## config.mk

```make
export PLATFORM = sky130hd
export DESIGN_NAME = neuron_mac_seq
export DESIGN_NICKNAME = d
export VERILOG_FILES = /design/src/rtl/neuron_mac_seq.sv
export SDC_FILE = /design/constraint.sdc
export NUM_CORES = 1
export LEC_CHECK = 0
export ABC_AREA = 1
export BUFFER_PORTS_ARGS = -buffer_cell sky130_fd_sc_hd__buf_2
export CAP_MARGIN = 20
export CORE_MARGIN = 2
export CORE_UTILIZATION = 35
export CTS_CLUSTER_SIZE = 30
export DETAILED_ROUTE_END_ITERATION = 7
export PLACE_DENSITY = 0.64
export SKIP_CTS_REPAIR_TIMING = 1
export SLEW_MARGIN = 20
export SYNTH_ARGS = -nofsm -noshare
export SYNTH_HDL_FRONTEND = slang
export SYNTH_SLANG_ARGS = --single-unit
```

## constraint.sdc

```tcl
create_clock -name clk -period 5.94 [get_ports clk]
set_clock_uncertainty 0.2 [all_clocks]
set_input_delay 1.782 -clock clk [delete_from_list [all_inputs] [get_ports clk]]
set_output_delay 1.782 -clock clk [all_outputs]
set_load 0.05 [all_outputs]
```

## src/rtl/neuron_mac_seq.sv

```systemverilog
// neuron_mac_seq: single-neuron multiply-accumulate sequencer.
// It reads N input/weight byte pairs from the neuron RAM and accumulates their products.
// The sum is then shifted, saturated to 8 bits and written back to the RAM.
// Optional feature macro: NEURON_MAC_BIAS_EN preloads the accumulator from RAM[BIAS_ADDR].
module neuron_mac_seq #(
    parameter int unsigned N_INPUTS  = 4,
    parameter int unsigned IN_BASE   = 0,
    parameter int unsigned W_BASE    = 4,
    parameter int unsigned OUT_ADDR  = 8,
    parameter int unsigned BIAS_ADDR = 9,
    parameter int unsigned SHIFT     = 0
) (
    input  logic       clk,
    input  logic       rst,
    input  logic       start,
    output logic       busy,
    output logic       done,
    output logic [7:0] result,
    output logic [7:0] ram_read_address,
    output logic       ram_oe,
    input  logic [7:0] ram_read_data,
    output logic [7:0] ram_write_address,
    output logic [7:0] ram_write_data,
    output logic       ram_wre
);

    localparam int unsigned DATA_W = 8;
    localparam int unsigned ADDR_W = 8;
    localparam int unsigned PROD_W = 16;
    localparam int unsigned ACC_W  = 21;
    localparam int unsigned IDX_W  = 4;

`ifdef NEURON_MAC_BIAS_EN
    localparam bit BIAS_EN = 1'b1;
`else
    localparam bit BIAS_EN = 1'b0;
`endif

    // First read address after start: the bias byte if present, else input 0
    localparam logic [ADDR_W-1:0] FIRST_ADDR = BIAS_EN ? ADDR_W'(BIAS_ADDR) : ADDR_W'(IN_BASE);
    localparam logic [ADDR_W-1:0] OUT_A      = ADDR_W'(OUT_ADDR);
    localparam logic [IDX_W-1:0]  LAST_IDX   = IDX_W'(N_INPUTS - 1);
    localparam logic [ACC_W-1:0]  SAT_MAX    = ACC_W'(255);

`ifdef NEURON_MAC_BIAS_EN
    typedef enum logic [2:0] {
        S_IDLE, S_RD_B, S_RD_X, S_RD_W, S_WRITE, S_DONE
    } state_t;
`else
    typedef enum logic [2:0] {
        S_IDLE, S_RD_X, S_RD_W, S_WRITE, S_DONE
    } state_t;
`endif

    state_t              r_state;
    logic [IDX_W-1:0]    r_idx;
    logic [ACC_W-1:0]    r_acc;
    logic [DATA_W-1:0]   r_x;
    logic                r_busy;
    logic                r_done;
    logic [DATA_W-1:0]   r_result;
    logic [ADDR_W-1:0]   r_rd_addr;
    logic                r_oe;
    logic [ADDR_W-1:0]   r_wr_addr;
    logic [DATA_W-1:0]   r_wr_data;
    logic                r_wre;

    logic [IDX_W-1:0]    w_idx_inc;
    logic [PROD_W-1:0]   w_prod;
    logic [ACC_W-1:0]    w_acc_sum;
    logic [ACC_W-1:0]    w_shifted;
    logic [DATA_W-1:0]   w_sat;

    // Datapath: product of latched input and current weight, scaled and saturated
    always_comb begin
        w_idx_inc = r_idx + IDX_W'(1);
        w_prod    = PROD_W'(r_x) * PROD_W'(ram_read_data);
        w_acc_sum = r_acc + ACC_W'(w_prod);
        w_shifted = w_acc_sum >> SHIFT;
        w_sat     = (w_shifted > SAT_MAX) ? 8'hFF : w_shifted[DATA_W-1:0];
    end

    // Sequencer FSM; outputs are registered with the values belonging to the state being entered
    always_ff @(posedge clk) begin
        if (rst) begin
            r_state   <= S_IDLE;
            r_idx     <= '0;
            r_acc     <= '0;
            r_x       <= '0;
            r_busy    <= 1'b0;
            r_done    <= 1'b0;
            r_result  <= '0;
            r_rd_addr <= '0;
            r_oe      <= 1'b0;
            r_wr_addr <= '0;
            r_wr_data <= '0;
            r_wre     <= 1'b0;
        end else begin
            r_busy    <= 1'b1;
            r_done    <= 1'b0;
            r_rd_addr <= '0;
            r_oe      <= 1'b0;
            r_wr_addr <= '0;
            r_wr_data <= '0;
            r_wre     <= 1'b0;
            case (r_state)
                S_IDLE: begin
                    if (start) begin
                        r_idx     <= '0;
                        r_acc     <= '0;
                        r_oe      <= 1'b1;
                        r_rd_addr <= FIRST_ADDR;
`ifdef NEURON_MAC_BIAS_EN
                        r_state   <= S_RD_B;
`else
                        r_state   <= S_RD_X;
`endif
                    end else begin
                        r_busy    <= 1'b0;
                    end
                end
`ifdef NEURON_MAC_BIAS_EN
                S_RD_B: begin
                    r_acc     <= ACC_W'(ram_read_data);
                    r_oe      <= 1'b1;
                    r_rd_addr <= ADDR_W'(IN_BASE);
                    r_state   <= S_RD_X;
                end
`endif
                S_RD_X: begin
                    r_x       <= ram_read_data;
                    r_oe      <= 1'b1;
                    r_rd_addr <= ADDR_W'(W_BASE + 32'(r_idx));
                    r_state   <= S_RD_W;
                end
                S_RD_W: begin
                    r_acc <= w_acc_sum;
                    if (r_idx == LAST_IDX) begin
                        r_wre     <= 1'b1;
                        r_wr_addr <= OUT_A;
                        r_wr_data <= w_sat;
                        r_state   <= S_WRITE;
                    end else begin
                        r_idx     <= w_idx_inc;
                        r_oe      <= 1'b1;
                        r_rd_addr <= ADDR_W'(IN_BASE + 32'(w_idx_inc));
                        r_state   <= S_RD_X;
                    end
                end
                S_WRITE: begin
                    r_result <= r_wr_data;
                    r_done   <= 1'b1;
                    r_state  <= S_DONE;
                end
                S_DONE: begin
                    r_busy  <= 1'b0;
                    r_state <= S_IDLE;
                end
                default: begin
                    r_busy  <= 1'b0;
                    r_state <= S_IDLE;
                end
            endcase
        end
    end

    assign busy              = r_busy;
    assign done              = r_done;
    assign result            = r_result;
    assign ram_read_address  = r_rd_addr;
    assign ram_oe            = r_oe;
    assign ram_write_address = r_wr_addr;
    assign ram_write_data    = r_wr_data;
    // Reset in the WRITE cycle must stop the RAM commit at the closing edge
    assign ram_wre           = r_wre & ~rst;

endmodule

```

# ---- Word-level counts from Yosys, hierarchy flattened
# Index checks and enable logic that the tools add are counted.
dict set report op_classes {
  n_addsub 3
  mul 1
  div 0
  order_cmp 1
  n_eq_ne 6
  shift 0
  n_mux 18
  bitwise_logic 4
  n_reduce_logical 7
}
# cell count
set op_table {}
lappend op_table {{case mux 21 bit (2 select lines)} 1}
lappend op_table {{adder 21 x 16 -> 21 bit} 1}
lappend op_table {{> comparator 21 x 8 -> 1 bit, second input constant} 1}
lappend op_table {{2-to-1 mux 21 bit} 1}
lappend op_table {{multiplier 8 x 8 -> 16 bit} 1}
lappend op_table {{2-to-1 mux 4 bit} 4}
lappend op_table {{case mux 3 bit (4 select lines)} 1}
lappend op_table {{case mux 5 bit (2 select lines)} 1}
lappend op_table {{2-to-1 mux 8 bit} 1}
lappend op_table {{case mux 4 bit (2 select lines)} 1}
lappend op_table {{equality test 3 x 2 -> 1 bit, second input constant} 2}
lappend op_table {{OR reduction 3 bit} 2}
lappend op_table {{adder 3 x 4 -> 5 bit, first input constant} 1}
lappend op_table {{adder 4 x 1 -> 4 bit, second input constant} 1}
lappend op_table {{equality test 4 x 2 -> 1 bit, second input constant} 1}
lappend op_table {{2-to-1 mux 1 bit} 4}
lappend op_table {{inequality test 2 bit, second input constant} 2}
lappend op_table {{equality test 3 x 1 -> 1 bit, second input constant} 1}
lappend op_table {{logical NOT 3 bit} 1}
lappend op_table {{2-to-1 mux 3 bit} 1}
lappend op_table {{inverter 1 bit} 3}
lappend op_table {{case mux 1 bit (3 select lines)} 1}
lappend op_table {{AND reduction 3 bit} 1}
lappend op_table {{2-to-1 mux 2 bit} 1}
lappend op_table {{other kinds (5)} 5}
dict set report word_totals {
  ff_bits 72
  latch_bits 0
  ramBits 0
  romBits 0
  in_bits 11
  out_inout_bits 36
  elab_cells 52
  n_memories 0
}

# ---- Logic depth before layout (Yosys ltp)
dict set report logic_depth {
  depth_word 4
  mapped_depth 26
  mapped_depth_nobuf 25
}

# ---- Worst setup path after synthesis
# OpenSTA, ideal clock, no wires.
dict set report synth_timing {
  path_kind {input to register}
  start {in ram_read_data[7]}
  end {reg r_wr_data[5], in the netlist ram_write_data[5]}
  setup_ns 0.109
  arrival_time_ns 5.694
  required_time_ns 5.631
  path_slack_ns -0.063
  stages 24
  path_buffers 1
  path_cell_list {clkbuf_1 nand2_1 fa_1 fa_1 inv_1 fa_1 inv_1 fa_1 inv_1 ha_1 nand2_1 inv_1 nand2_1 nand2_1 nand2_1 nand2_1 nand2_1 nand3_1 nand2_2 nand3_4 nor2_8 nand4_1 nand2_1 inv_1}
}
dict set report synth_between {
  elab_chain_cells 4
}
# item line
set synth_rtl {}
lappend synth_rtl {{start, declared} 21} ;# input logic [7:0] ram_read_data,
lappend synth_rtl {{multiplier 8 x 8 -> 16 bit} 77} ;# w_prod = PROD_W'(r_x) * PROD_W'(ram_read_data);
lappend synth_rtl {{adder 21 x 16 -> 21 bit} 78} ;# w_acc_sum = r_acc + ACC_W'(w_prod);
lappend synth_rtl {{> comparator 21 x 8 -> 1 bit} 80} ;# w_sat = (w_shifted > SAT_MAX) ? 8'hFF : w_shifted[DATA_W-1:0];
lappend synth_rtl {{2-to-1 mux 8 bit} 80}
lappend synth_rtl {{end signal, assigned} 141} ;# r_wr_data <= w_sat;
lappend synth_rtl {{end, declared} 65} ;# logic [DATA_W-1:0] r_wr_data;
# No other way between the ends.
# A chain may end at the register's enable or synchronous reset.

# ---- Worst setup path in the final report
dict set report layout_timing {
  start {in ram_read_data[0]}
  end {reg r_wr_data[6], in the netlist ram_write_data[6]}
}
dict set report layout_between {
  elab_chain_cells 4
}
# item line
set layout_rtl {}
lappend layout_rtl {{multiplier 8 x 8 -> 16 bit (*)} 77}
lappend layout_rtl {{adder 21 x 16 -> 21 bit (*)} 78}
lappend layout_rtl {{> comparator 21 x 8 -> 1 bit} 80}
lappend layout_rtl {{2-to-1 mux 8 bit (*)} 80}
# Every way passes the cells marked *; elsewhere a longest branch is shown, timed or not.

==> reports/summary.md <==
The critical path is of the input port to register type. The run gives 0 as the max-capacitance violation count. After synthesis, the largest area contributor takes up 22.12% of total cell area. For this run the aggregate overflow at the end of global routing stands at 0.

Data arrives at the worst endpoint at 5.74 ns. The post-detailed-routing wire length came out at 12230 um. The tools report the terminus of the critical flop-to-flop path as ram_write_data[6]. The routed wire length per instance came out at 11.59 um.

Dividing the detail-routed via count by the number of cells gives 4.363. The count of buffers added on input and output ports is 36. In this run the tightest slew margin relative to its limit is 45.14%. The congestion estimate from routability-driven global placement came to 0.8193. The library cell occupying the most area in the post-synthesis netlist was dfxtp_1.

The initial antenna violation count was 0; the number of DRC markers in iteration 0 was 176. The worst register-to-register path begins at r_x[6]. The ratio of final minimum period to clock period was 96.09%; the setup-violating endpoint count in the final report was 0. The logs give 36.05% for the initial core utilization and 16790 sq um for the total die area.

The netlist uses 32 different library cells. For the number of hold violations in the final report, the log shows 0. The path class of the tightest hold or removal check is register to register.

The number of buffers created by CTS was 9. Leaving out filler cells and counting taps, the final layout contains 1055. In this run the worst path has a maximum fanout of 8. The run finished with clean final reports.

For the pin with the worst max-slew slack, the measured transition is 0.8208 ns. The relative area change from synthesis to final layout is 19.49%, and the I/O pin count is 47. The logs give 3.730 nW for the static power due to leakage and 0.2321 ns for the worst-case setup margin in the final layout. The post-place setup slack was -0.3097 ns. TritonCTS built the clock tree.

The number of nets in the layout was 944. The H-tree generated during clock tree synthesis spans 3 levels. On the worst path, the slowest cell contributes a delay of 0.52 ns.

The number of placement rows came out at 45. Leaving out fill and tap cells, the most frequent cells in the layout are 208 x nand2_1, 187 x inv_1, 61 x dfxtp_1. STA classifies the critical path startpoint as an input port.

The largest net degree at the start of global routing is 42, and the half-perimeter wire length of the detailed placement result is 9629 um. Synthesis handed over a netlist of 787 instances. 0 antenna diodes ended up in the layout.

The maximum clock frequency was 175.2 MHz. IR analysis of the VDD net gives a maximum drop of 0.1509 mV. The slowest stage of the critical path belongs to the cell fa_1.

After synthesis, the cell types taking the most area are dfxtp_1 22%, fa_1 18%, nand2_1 15%. After detailed routing, the number of remaining DRC violations is 0. The beginning of the critical path was ram_read_data[0]. Subtracting the final worst setup slack from the clock period gives 5.708 ns. The detailed router placed 4603 vias in this run.

The floorplan die width was 129.6 um. The library cell used most frequently in the layout, excluding fill and tap cells, is nand2_1. Global-route wire length before repair: 21290 um.

During synthesis, Yosys emitted a total of 0 warnings. For the fraction of the yosys area taken by sequential cells, the log shows 22.12%. The worst register-to-register path has a depth of 21.

The minimum setup slack among reg-to-reg paths came out at 1.15 ns. Clock-pin slew was measured on the worst setup and hold paths at 0.05 ns. The longest clock path from root to sink contains 2 buffers. Clock tree synthesis found a total of 61 sinks. The post-route netlist has 17.65% of its cells at a drive strength greater than 1.

In this run the vertical extent of the chip is 129.6 um. Counting instances, the worst hold path has a depth of 2. The count of final max-slew check failures was 0; the cell area after synthesis was 5520 sq um. The setup TNS was 0 ns. Critical path capture point type: a register. The logs give 15310 sq um for the core box area and 1039 for the placed instance count.

The clock tree root driver cell is clkbuf_16. The run gives 43.07% as the utilization of the core after routing. In this run the power density over the cells is 213.3 nW/um^2. The tools report the required arrival time at the worst endpoint as 5.97 ns. The detailed-router iteration count before antenna repair was 4.

The mean cell area of the mapped netlist is 7.014 sq um. The clock reaches the later pin of the worst-skew pair after 0.34 ns. After synthesis the netlist holds a flip-flop and latch count of 61. The signal on the critical path passes through clkbuf_4, nand2_1, fa_1, inv_1, fa_1, inv_1, fa_1, fa_1, inv_1, ha_1, buf_4, nand2_4, nor2_2, nand2_1, nand3_4, xor2_2, nor2_2, nand2_2, nor2_4, nand4_1, nand2_1, inv_1.

The detail route stage leaves a number of antenna-violating nets equal to 0. The most critical setup path has its endpoint at ram_write_data[6]. The via count of the first global-routing pass was 4630; the aggregate global-route resource usage was 15.91%.
-- Yosys cell counts --
master    number
nor2_8         1
a21oi_2        2
buf_4         11
and2_1         1
fa_1          50
nand2_2        9
nand2_1      225
nand3b_4       1
nor3_4         1
o21ai_0       12
o21bai_1       1
dfxtp_1       61
inv_1        188
nand3_2        1
nor2_4         2
clkbuf_1      28
nor2_2         4
nand3b_1       7
nand3_4        1
nor3_1         1
xor2_1         7
buf_2          1
nand4_1        9
nor3_2         1
or2_1          1
a21oi_1       47
ha_1          44
inv_2          7
nand4_2        1
nor2_1        39
conb_1         1
nand3_1       22
-- where the power goes --
part	internal, mW	leakage [nW]	total [mW]	switching, mW
sequential	0.422	0.494	0.438	0.0169
clock	0.367	0.156	0.561	0.194
combinational	0.161	3.08	0.407	0.246
-- cells by family after synthesis --
group / count (synthesis) / share of synthesized area (%)
adders and majority gates: 94 / 28.11
other: 1 / 0.06793
DFF: 61 / 22.12
xor gates and xnor gates: 7 / 1.111
buffers and inverters: 235 / 16.75
and+or+nand+nor: 327 / 26.04
AOI/OAI and AO/OA: 62 / 5.803
-- worst min path at each step --
stage,startpoint,endpoint
floorplan,r_acc[5],r_acc[5]
global placement,r_acc[5],r_acc[5]
detailed placement,r_acc[5],r_acc[5]
CTS,r_acc[5],r_acc[5]
global route,r_acc[7],r_acc[7]
finish,r_acc[1],r_acc[1]
-- final cells by class --
| class | instances | area [sq um] |
|---|---|---|
| inverter | 195 | 732.0 |
| multi-input combinational | 500 | 3577 |
| timing repair buffer | 72 | 485.5 |
| clock buffer | 10 | 229.0 |
| fill | 1623 | 8718 |
| sequential | 61 | 1221 |
| clock inverter | 6 | 87.58 |
| tap | 211 | 264.0 |
-- flip-flops by register name (all words and copies together), names as in the netlist --
signal and count:
busy 1, done 1, r_acc 21, r_idx 4, r_state 3, r_x 8, ram_oe 1, ram_read_address 5
ram_write_address 1, ram_write_data 8, result 8
-- stage by stage --
step           hold WS (ns)  power (mW)  instance area [sq um]
6_report             0.2616       1.407                   6596
2_1_floorplan        0.2409      0.7077                   5559
3_3_place_gp         0.2497      0.8130                   6076
5_1_grt              0.2909       1.495                   6596
3_5_place_dp         0.2561      0.8149                   6076
4_1_cts              0.2630       1.381                   6392
-- worst max-delay path: cells and delay by family --
kind                       cells  cell delay [ns]
adders and majority gates      5             2.28
and+or+nand+nor               10             0.98
buffers and inverters          6             0.49
xor gates and xnor gates       1             0.20
-- routing by layer --
metal	global-route usage [%]	wire length [um]	up-vias
met5	0	0	-
met4	3.036	99	0
met3	3.303	562	5
met2	27.19	5954	70
met1	20.96	5615	2138
li1	-	-	2390
No activity file was read; power rests on OpenSTA's default activity.
